===== src/rtl/k12a_mem_ctrl_if.sv =====
// Purpose: bundles the core-side request bus and board-level memory pins of k12a_mem_ctrl.
// Latency: none, wires only.
// Backpressure: none here; the controller signals completion with a mem_ready pulse.
// Signals:
//   core side  : addr_bus, addr_latch, mem_req, mem_write, mem_wdata -> ctrl
//                mem_rdata, mem_ready, mem_busy, rom_wr_err <- ctrl
//   board side : ext_addr, ram_ce_n, rom_ce_n, io_ce_n, ext_oe_n, ext_we_n,
//                ext_dq_out, ext_dq_oe <- ctrl;  ext_dq_in -> ctrl
interface k12a_mem_ctrl_if;
    logic [15:0] addr_bus;
    logic        addr_latch;
    logic        mem_req;
    logic        mem_write;
    logic [7:0]  mem_wdata;
    logic [7:0]  mem_rdata;
    logic        mem_ready;
    logic        mem_busy;
    logic        rom_wr_err;
    logic [14:0] ext_addr;
    logic        ram_ce_n;
    logic        rom_ce_n;
    logic        io_ce_n;
    logic        ext_oe_n;
    logic        ext_we_n;
    logic [7:0]  ext_dq_out;
    logic        ext_dq_oe;
    logic [7:0]  ext_dq_in;

    // Controller side.
    modport slave (
        input  addr_bus, addr_latch, mem_req, mem_write, mem_wdata, ext_dq_in,
        output mem_rdata, mem_ready, mem_busy, rom_wr_err, ext_addr,
               ram_ce_n, rom_ce_n, io_ce_n, ext_oe_n, ext_we_n, ext_dq_out, ext_dq_oe
    );

    // Core / board side.
    modport master (
        output addr_bus, addr_latch, mem_req, mem_write, mem_wdata, ext_dq_in,
        input  mem_rdata, mem_ready, mem_busy, rom_wr_err, ext_addr,
               ram_ce_n, rom_ce_n, io_ce_n, ext_oe_n, ext_we_n, ext_dq_out, ext_dq_oe
    );
endinterface


===== src/rtl/k12a_mem_ctrl.sv =====
// Purpose: latches the shared address bus, decodes RAM/ROM/IO and runs a fixed-wait byte access.
// Latency: mem_ready pulses WAIT_STATES+3 cycles after the request edge; one transfer per WAIT_STATES+4 cycles.
// Backpressure: mem_req is only taken in IDLE; mem_busy high means requests are ignored.
// Ports:
//   clock, reset_n : system clock, asynchronous active-low reset
//   bus (slave)    : core request/response signals and board-level memory pins
module k12a_mem_ctrl #(
    parameter int unsigned WAIT_STATES = 1
) (
    input  logic           clock,
    input  logic           reset_n,
    k12a_mem_ctrl_if.slave bus
);
    // At least one counter bit so WAIT_STATES=0 still builds.
    localparam int unsigned CW = (WAIT_STATES < 1) ? 1 : $clog2(WAIT_STATES + 1);

    typedef enum logic [1:0] {
        IDLE   = 2'd0,
        SETUP  = 2'd1,
        ACCESS = 2'd2,
        DONE   = 2'd3
    } state_t;

    state_t          state_q, state_d;
    logic [15:0]     addr_q, addr_d;
    logic            wr_q, wr_d;
    logic [7:0]      dq_out_q, dq_out_d;
    logic [7:0]      rdata_q, rdata_d;
    logic [CW-1:0]   cnt_q, cnt_d;

    logic            active;
    logic            in_ram;
    logic            in_rom;
    logic            in_io;

    always_ff @(posedge clock or negedge reset_n) begin
        if (!reset_n) begin
            state_q  <= IDLE;
            addr_q   <= '0;
            wr_q     <= 1'b0;
            dq_out_q <= '0;
            rdata_q  <= '0;
            cnt_q    <= '0;
        end else begin
            state_q  <= state_d;
            addr_q   <= addr_d;
            wr_q     <= wr_d;
            dq_out_q <= dq_out_d;
            rdata_q  <= rdata_d;
            cnt_q    <= cnt_d;
        end
    end

    always_comb begin
        state_d  = state_q;
        addr_d   = addr_q;
        wr_d     = wr_q;
        dq_out_d = dq_out_q;
        rdata_d  = rdata_q;
        cnt_d    = cnt_q;
        unique case (state_q)
            IDLE: begin
                // Latch and request in the same cycle: the transfer uses this cycle's bus value,
                // because addr_q is what the following states decode.
                if (bus.addr_latch) begin
                    addr_d = bus.addr_bus;
                end
                if (bus.mem_req) begin
                    wr_d     = bus.mem_write;
                    dq_out_d = bus.mem_wdata;
                    state_d  = SETUP;
                end
            end
            SETUP: begin
                cnt_d   = CW'(WAIT_STATES);
                state_d = ACCESS;
            end
            ACCESS: begin
                if (cnt_q == '0) begin
                    state_d = DONE;
                end else begin
                    cnt_d = cnt_q - CW'(1);
                end
            end
            DONE: begin
                // Sampled at the end of DONE so the device has had the whole strobe window.
                if (!wr_q) begin
                    rdata_d = bus.ext_dq_in;
                end
                state_d = IDLE;
            end
            default: begin
                state_d = IDLE;
            end
        endcase
    end

    assign active = (state_q != IDLE);
    assign in_ram = ~addr_q[15];
    assign in_rom = addr_q[15] & ~addr_q[14];
    assign in_io  = addr_q[15] &  addr_q[14];

    assign bus.ram_ce_n   = ~(active & in_ram);
    assign bus.rom_ce_n   = ~(active & in_rom);
    assign bus.io_ce_n    = ~(active & in_io);
    assign bus.ext_oe_n   = ~(active & ~wr_q);
    // Data drivers cover SETUP..DONE, so the write strobe (ACCESS only) never coincides
    // with a driver edge. ROM writes keep the strobe high and are flagged instead.
    assign bus.ext_dq_oe  = active & wr_q;
    assign bus.ext_we_n   = ~((state_q == ACCESS) & wr_q & ~in_rom);
    assign bus.ext_dq_out = dq_out_q;
    assign bus.ext_addr   = addr_q[14:0];

    assign bus.mem_busy   = active;
    assign bus.mem_ready  = (state_q == DONE);
    assign bus.rom_wr_err = (state_q == DONE) & wr_q & in_rom;
    assign bus.mem_rdata  = rdata_q;
endmodule


===== src/flat_wrapper.sv =====
// flat-port wrapper written by rule: the top's interface ports become plain ports
module k12a_mem_ctrl_flat 
#(
    parameter int unsigned WAIT_STATES = 1
)
  (clock, reset_n, bus_addr_bus, bus_addr_latch, bus_mem_req, bus_mem_write, bus_mem_wdata, bus_ext_dq_in, bus_mem_rdata, bus_mem_ready, bus_mem_busy, bus_rom_wr_err, bus_ext_addr, bus_ram_ce_n, bus_rom_ce_n, bus_io_ce_n, bus_ext_oe_n, bus_ext_we_n, bus_ext_dq_out, bus_ext_dq_oe);
  k12a_mem_ctrl_if bus_i ();
  input  logic clock;
  input  logic reset_n;
  input wire logic [$bits(bus_i.addr_bus)-1:0] bus_addr_bus;
  input wire logic [$bits(bus_i.addr_latch)-1:0] bus_addr_latch;
  input wire logic [$bits(bus_i.mem_req)-1:0] bus_mem_req;
  input wire logic [$bits(bus_i.mem_write)-1:0] bus_mem_write;
  input wire logic [$bits(bus_i.mem_wdata)-1:0] bus_mem_wdata;
  input wire logic [$bits(bus_i.ext_dq_in)-1:0] bus_ext_dq_in;
  output wire logic [$bits(bus_i.mem_rdata)-1:0] bus_mem_rdata;
  output wire logic [$bits(bus_i.mem_ready)-1:0] bus_mem_ready;
  output wire logic [$bits(bus_i.mem_busy)-1:0] bus_mem_busy;
  output wire logic [$bits(bus_i.rom_wr_err)-1:0] bus_rom_wr_err;
  output wire logic [$bits(bus_i.ext_addr)-1:0] bus_ext_addr;
  output wire logic [$bits(bus_i.ram_ce_n)-1:0] bus_ram_ce_n;
  output wire logic [$bits(bus_i.rom_ce_n)-1:0] bus_rom_ce_n;
  output wire logic [$bits(bus_i.io_ce_n)-1:0] bus_io_ce_n;
  output wire logic [$bits(bus_i.ext_oe_n)-1:0] bus_ext_oe_n;
  output wire logic [$bits(bus_i.ext_we_n)-1:0] bus_ext_we_n;
  output wire logic [$bits(bus_i.ext_dq_out)-1:0] bus_ext_dq_out;
  output wire logic [$bits(bus_i.ext_dq_oe)-1:0] bus_ext_dq_oe;
  assign bus_i.addr_bus = bus_addr_bus;
  assign bus_i.addr_latch = bus_addr_latch;
  assign bus_i.mem_req = bus_mem_req;
  assign bus_i.mem_write = bus_mem_write;
  assign bus_i.mem_wdata = bus_mem_wdata;
  assign bus_i.ext_dq_in = bus_ext_dq_in;
  assign bus_mem_rdata = bus_i.mem_rdata;
  assign bus_mem_ready = bus_i.mem_ready;
  assign bus_mem_busy = bus_i.mem_busy;
  assign bus_rom_wr_err = bus_i.rom_wr_err;
  assign bus_ext_addr = bus_i.ext_addr;
  assign bus_ram_ce_n = bus_i.ram_ce_n;
  assign bus_rom_ce_n = bus_i.rom_ce_n;
  assign bus_io_ce_n = bus_i.io_ce_n;
  assign bus_ext_oe_n = bus_i.ext_oe_n;
  assign bus_ext_we_n = bus_i.ext_we_n;
  assign bus_ext_dq_out = bus_i.ext_dq_out;
  assign bus_ext_dq_oe = bus_i.ext_dq_oe;
  k12a_mem_ctrl #(.WAIT_STATES(WAIT_STATES)) u_core (.clock(clock), .reset_n(reset_n), .bus(bus_i));
endmodule

===== config.mk =====
export PLATFORM = sky130hd
export DESIGN_NAME = k12a_mem_ctrl_flat
export DESIGN_NICKNAME = d
export VERILOG_FILES = /design/src/rtl/k12a_mem_ctrl_if.sv /design/src/rtl/k12a_mem_ctrl.sv /design/src/flat_wrapper.sv
export SDC_FILE = /design/constraint.sdc
export NUM_CORES = 1
export LEC_CHECK = 0
export BUFFER_PORTS_ARGS = -buffer_cell sky130_fd_sc_hd__buf_4
export CAP_MARGIN = 10
export CELL_PAD_IN_SITES_DETAIL_PLACEMENT = 2
export CELL_PAD_IN_SITES_GLOBAL_PLACEMENT = 2
export CORE_MARGIN = 3
export CORE_UTILIZATION = 25
export DETAILED_ROUTE_END_ITERATION = 10
export GPL_ROUTABILITY_DRIVEN = 0
export PLACE_DENSITY_LB_ADDON = 0.2
export SLEW_MARGIN = 20
export SYNTH_ARGS = -nofsm -noshare
export SYNTH_HDL_FRONTEND = slang
export SYNTH_SLANG_ARGS = --single-unit

===== constraint.sdc =====
create_clock -name clock -period 1.7 [get_ports clock]
set_input_delay 0.17 -clock clock [delete_from_list [all_inputs] [get_ports clock]]
set_output_delay 0.17 -clock clock [all_outputs]
set_load 0.005 [all_outputs]

==> qor.yml, run 1 <==
clockRootBuffer: "clkbuf_8"
hpwl_microns: 3330
wl_per_cell_microns: 16.8
crit_arrival_ns: 1.48
syn_avg_cell_area_sq_um: 14.6
htreeDepth: 2
die_y_microns: 86.4
postRouteAntennaNets: 0
reg2regPathDepth: 4
insertion_delay_ns: 0.28
drt_iter0_drc: 16
vias: 1101
p_leak_nw: 1.13
setup_viol: 0
maxSlewViolCount: 0
wl_microns: 4290
drc: 0
antenna-diode-count: 0
grt_pass1_vias: 1296
cts_buffers: 5
synth_top_area_share_pct: 55.7
synth_compound_area_share_pct: 1.24
synth_top_family_by_area: "multiplexers"
layout_commonest_cell: "buf_4"
fin_tns_setup_ns: 0
pin_count: 77
antenna_found_initial: 0
cpMaxStageDelayCell: "dfrtp_1"
cts.sink_count: 36
grt_pass1_wl_microns: 6720
drtPass1Iterations: 2
cts_tree: "yes"
fin_crit_ns: 1.65
worstHoldPathType: "in -> reg"
use_met1_pct: 12.4
yosysTopAreaCell: "dfrtp_1"
tightest_slew_ns: 0.476
die_x_microns: 86.4
die_area_sq_um: 7470
nets: 221
globalRouteTotalUtil_pct: 11.9
ys_seq_area_share_pct: 55.7
syn-num-nets: 152
p_per_area_nw_per_um2: 1880
crit_path_end_kind: "primary output"
start_util_pct: 26.5
clkSlewWorstSetupHoldPaths_ns: 0.08
cts_buffer_depth: 2
final_cell_mix: "78 x buf_4, 36 x dfrtp_1, 24 x mux2_2, 10 x mux2_4, 7 x clkbuf_8"
fin_crit_sh_pct: 97.1
min_from: "bus_addr_bus[2]"
worstSetupStartpointType: "flip-flop"
num_rows: 28
synth.area.mux_share_pct: 26.0
rsz0062_at_grt: "false"
ys_top_cells_by_area: "dfrtp_1 56%, mux2_2 17%, mux2_4 9.3%"
synth_xor_area_share_pct: 0
max_cap_violations: 0
r2r_start: "u_core.state_q[0]"
syn_area_sq_um: 1620
fmaxAchievable_ghz: 0.606
netlist_instances: 111
synth-simple-area-share_pct: 5.26
synthAdderAreaFrac_pct: 3.10
drive_gt1_share_pct: 68.9
peakVddDrop_v: 0.000648
critical_path_class: "reg -> out"
crit_chain: "inv_1 > ha_1 > or2_2 > buf_4"
crit_start: "u_core.state_q[0]"
grt-ovfl-total: 0
place_area_sq_um: 2160
fin_skew_ns: 0.00734
final_area_sq_um: 2280
hold_depth: 2
synthesis.yosys.warnings: 0
slew_headroom_pct: 68.3
top_usage_layer: "met2"
nFillCells: 651
grt_max_degree: 37
placed_cells: 246
via_per_inst: 4.32
ys_types: 19
cp.required_ns: 1.53
use_met2_pct: 22.2
gr-usage-met3_pct: 4.18
hold_viol: 0
layout-area-overhead-vs-synth_pct: 40.9
cp_max_fo: 5
fin_cells: 255
whs_ns: 0.114
io_buffer_count: 76
critPathMaxStageDelay_ns: 0.39
synth-seq-cells: 36
status: "completed"
coreArea_sq_um: 6100
==> cell type report <==
cell class,instances,area [sq um],area share [%]
clock buffer,7,96.3,4.23
inverter,3,11.3,0.495
multi-input combinational,55,579,25.4
sequential,36,901,39.6
tap,75,93.8,4.12
timing repair buffer,79,596,26.2
==> registers in the layout, summed over array words and instances, names as in the netlist <==
name                   count
u_core.addr_q             16
u_core.wr_q                1
u_core.state_q             2
u_core.bus.mem_rdata       8
u_core.bus.ext_dq_out      8
u_core.cnt_q               1
==> where the power goes <==
| group | internal, W | switching (W) |
|---|---|---|
| sequential | 0.00130 | 0.000280 |
| combinational | 0.00130 | 0.000738 |
| clock | 0.000361 | 0.000299 |
==> cell usage after synthesis <==
cell      instances
a21oi_1           2
nand2_4           1
buf_6             1
mux2_4           10
buf_2             1
nor2b_1           3
nand3_1           1
dfrtp_1          36
mux2_2           24
o32a_1            1
nand3b_1          1
ha_1              4
buf_4            15
or2_2             2
nand2_2           1
nand2_1           1
nand2b_1          2
inv_1             3
nor2_1            2
==> per-stage QoR <==
stage | util, % | total power (W) | worst slack [ns]
final | 37.4 | 0.00428 | 0.0496
after CTS | 37.2 | 0.00434 | 0.0450
after detailed placement | 35.4 | 0.00365 | 0.142
after global placement | 35.4 | 0.00352 | 0.263
after global routing | 37.4 | 0.00458 | 0.00535
after floorplan | - | 0.00277 | 0.311
==> critical path, delay by kind of cell, from the launching register on <==
family                     cells  cell delay [ns]
DFF                            1             0.39
and+or+nand+nor                1             0.31
adders and majority gates      1             0.25
buffers and inverters          2             0.24
==> worst paths after layout <==
| path | to | slack, ns |
|---|---|---|
| worst min-delay path | u_core.addr_q[2] | 0.11 |
| min in group asynchronous | u_core.bus.ext_dq_out[1] | 0.38 |
| worst max register to register | u_core.addr_q[1] | 0.15 |
| worst max-delay path | bus_ram_ce_n | 0.05 |
| max in group asynchronous | u_core.addr_q[1] | 0.97 |
| worst min register to register | u_core.bus.ext_dq_out[3] | 0.51 |
==> per-layer routing <==
layer,up-vias,share of wire (%)
met1,547,37
li1,493,-
met3,6,8.3
met4,0,1.3
met5,-,0
met2,55,53
==> kinds of logic after synthesis <==
family                   count (synthesis)
multiplexers                            34
AND/OR/NAND/NOR                         14
flip-flops                              36
adder cells (fa/ha/maj)                  4
buffers and inverters                   20
AO/OA/AOI/OAI                            3
==> timing repair <==
action	in CTS	in global routing
setup buffers	0	1
setup endpoints to repair	0	2
hold buffers	1	0
hold endpoints to repair	36	0
resized for setup	0	1
Power figures use the tool's default switching activity.
==> run 2: changes to the inputs <==
--- a/config.mk
+++ b/config.mk
@@ -14,6 +14,7 @@
 export DETAILED_ROUTE_END_ITERATION = 10
 export GPL_ROUTABILITY_DRIVEN = 0
 export PLACE_DENSITY_LB_ADDON = 0.2
+export SETUP_SLACK_MARGIN = 0.5
 export SLEW_MARGIN = 20
 export SYNTH_ARGS = -nofsm -noshare
 export SYNTH_HDL_FRONTEND = slang
==> qor.yml, run 2 (synthesis gave the netlist of run 1 again) <==
cts.sink_count: 36  # unchanged
critPathMaxStageDelay_ns: 0.40  # about the same
clkSlewWorstSetupHoldPaths_ns: 0.08  # about the same
pin_count: 77  # unchanged
cts_buffer_depth: 2  # unchanged
drt_iter0_drc: 16  # unchanged
hpwl_microns: 3040  # -9.0%
cpMaxStageDelayCell: "dfrtp_1"
tightest_slew_ns: 0.453  # -0.0231 ns
via_per_inst: 4.27  # -1.0%
nFillCells: 615  # -5.5%
ff_latch_area_sq_um: 902  # +0.14%
max_cap_violations: 0  # unchanged
status: "completed"
layout_commonest_cell: "buf_4"
io_buffer_count: 76  # unchanged
r2r_slack_ns: 0.26  # +0.11 ns
cp_max_fo: 5  # unchanged
layout-area-overhead-vs-synth_pct: 60.1
final_cell_mix: "75 x buf_4, 35 x dfrtp_1, 18 x mux2_2, 16 x mux2_4, 9 x buf_6"
rsz0062_at_grt: "true"
regMostFlops: "u_core.addr_q"
wl_microns: 4270  # -0.44%
cts_buffers: 5  # unchanged
coreArea_sq_um: 6100  # unchanged
grt_pass1_vias: 1241  # -4.2%
worstSetupStartpointType: "flip-flop"
die_area_sq_um: 7470  # unchanged
place_area_sq_um: 2200  # +2.0%
fin_crit_sh_pct: 85.7  # -11 points
die_y_microns: 86.4  # unchanged
antenna_found_initial: 0  # unchanged
die_x_microns: 86.4  # unchanged
multi_input_area_sq_um: 752  # +30%
crit_path_end_kind: "primary output"
largest_register_ffs: 16  # unchanged
postRouteAntennaNets: 0  # unchanged
antenna-diode-count: 0  # unchanged
nets: 231  # +4.5%
crit_arrival_ns: 1.29  # -0.19 ns
vias: 1137  # +3.3%
fin_skew_ns: 0.0111  # +0.00379 ns
globalRouteTotalUtil_pct: 11.8  # -0.091 points
min_from: "bus_addr_bus[5]"
htreeDepth: 2  # unchanged
grt_max_degree: 37  # unchanged
fin_crit_ns: 1.46  # -0.193 ns
fin_ws_ns: 0.243  # +0.193 ns
wl_per_cell_microns: 16.1  # -4.6%
p_per_area_nw_per_um2: 1950  # +3.7%
crit_path_end: "bus_ram_ce_n"
peakVddDrop_v: 0.000731  # +13%
grt-ovfl-total: 0  # unchanged
r2r_start: "u_core.state_q[0]"
reg2regPathDepth: 5  # +1
rr_endpoint: "u_core.bus.mem_rdata[5]"
whs_ns: 0.109  # -0.00568 ns
setup_viol: 0  # unchanged
num_rows: 28  # unchanged
fin_tns_setup_ns: 0  # unchanged
crit_chain: "inv_4 > ha_4 > or2_4 > buf_6"
fmaxAchievable_ghz: 0.686  # +13%
maxSlewViolCount: 0  # unchanged
final_area_sq_um: 2590  # +14%
dp_slack_ns: 0.233  # +0.0907 ns
hold_viol: 0  # unchanged
cts_tree: "yes"
critical_path_class: "reg -> out"
cp.required_ns: 1.53  # about the same
clockRootBuffer: "clkbuf_8"
drive_gt1_share_pct: 78.0  # +9.1 points
worstHoldPathType: "in -> reg"
slew_headroom_pct: 69.8  # +1.5 points
start_util_pct: 26.5  # unchanged
crit_start: "u_core.state_q[0]"
drc: 0  # unchanged
grt_pass1_wl_microns: 6750  # +0.42%
insertion_delay_ns: 0.28  # about the same
p_leak_nw: 1.23  # +9.3%
drtPass1Iterations: 3  # +1
[run 2: changes by cell type in the layout (fill, tap and decap cells not counted), moves of 3 or more]
cell	before	now
mux2_2	24	18
buf_6	0	9
inv_1	3	0
inv_4	0	3
buf_4	78	75
mux2_4	10	16
ha_4	0	4
ha_1	4	0
nand2_8	0	4
[run 2: area by class of cell]
cell class	count	area share [%]
Multi-Input combinational cell	57	29.1
Tap cell	75	3.63
Clock buffer	5	2.66
Timing Repair Buffer	87	27.4
Clock inverter	3	1.64
Inverter	3	0.725
Sequential cell	36	34.9
[run 2: critical path: cells and delay by family (launching register included)]
kind	cells	cell delay, ns
flip-flops	1	0.40
AND/OR/NAND/NOR	1	0.23
buffers and inverters	2	0.19
adder cells (fa/ha/maj)	1	0.18
[run 2: how the worst min path moves through the flow]
stage	end	slack, ns	depth (start not counted)
6_report	u_core.addr_q[5]	0.11	2
5_1_grt	u_core.bus.mem_rdata[6]	0.09	2
4_1_cts	u_core.addr_q[5]	0.1	2
3_5_place_dp	u_core.bus.ext_dq_out[7]	0.16	1
3_3_place_gp	u_core.bus.ext_dq_out[6]	0.15	1
2_1_floorplan	u_core.addr_q[0]	-0.13	0
[run 2: stage by stage]
stage	util [%]	cells	total power, W
3_3_place_gp	36.1	246	0.00362
6_report	42.4	266	0.00504
4_1_cts	41.7	265	0.00504
5_1_grt	42.4	266	0.00540
2_1_floorplan	-	111	0.00289
3_5_place_dp	36.1	246	0.00373
[run 2: metal layers]
metal | share of wire [%] | GRT usage, % | routed length, microns
met1 | 39 | 14.5 | 1660
met2 | 51 | 19.9 | 2180
met3 | 9.7 | 4.47 | 413
met4 | 0.54 | 2.55 | 23
met5 | 0 | 0 | 0
[run 2: repair_timing]
item,in CTS,in global routing
gates resized for setup,27,10
pin swaps,8,2
endpoints found under the hold margin,36,0
buffers inserted,8,1
endpoints found under the setup margin,44,44
gates cloned,2,0
hold buffers,1,0
[run 2: report_power, final]
group / internal [W] / total [W] / switching (W)
registers: 0.00130 / 0.00160 / 0.000298
logic: 0.00176 / 0.00270 / 0.000936
clock network: 0.000434 / 0.000743 / 0.000309
total: 0.00350 / 0.00504 / 0.00154
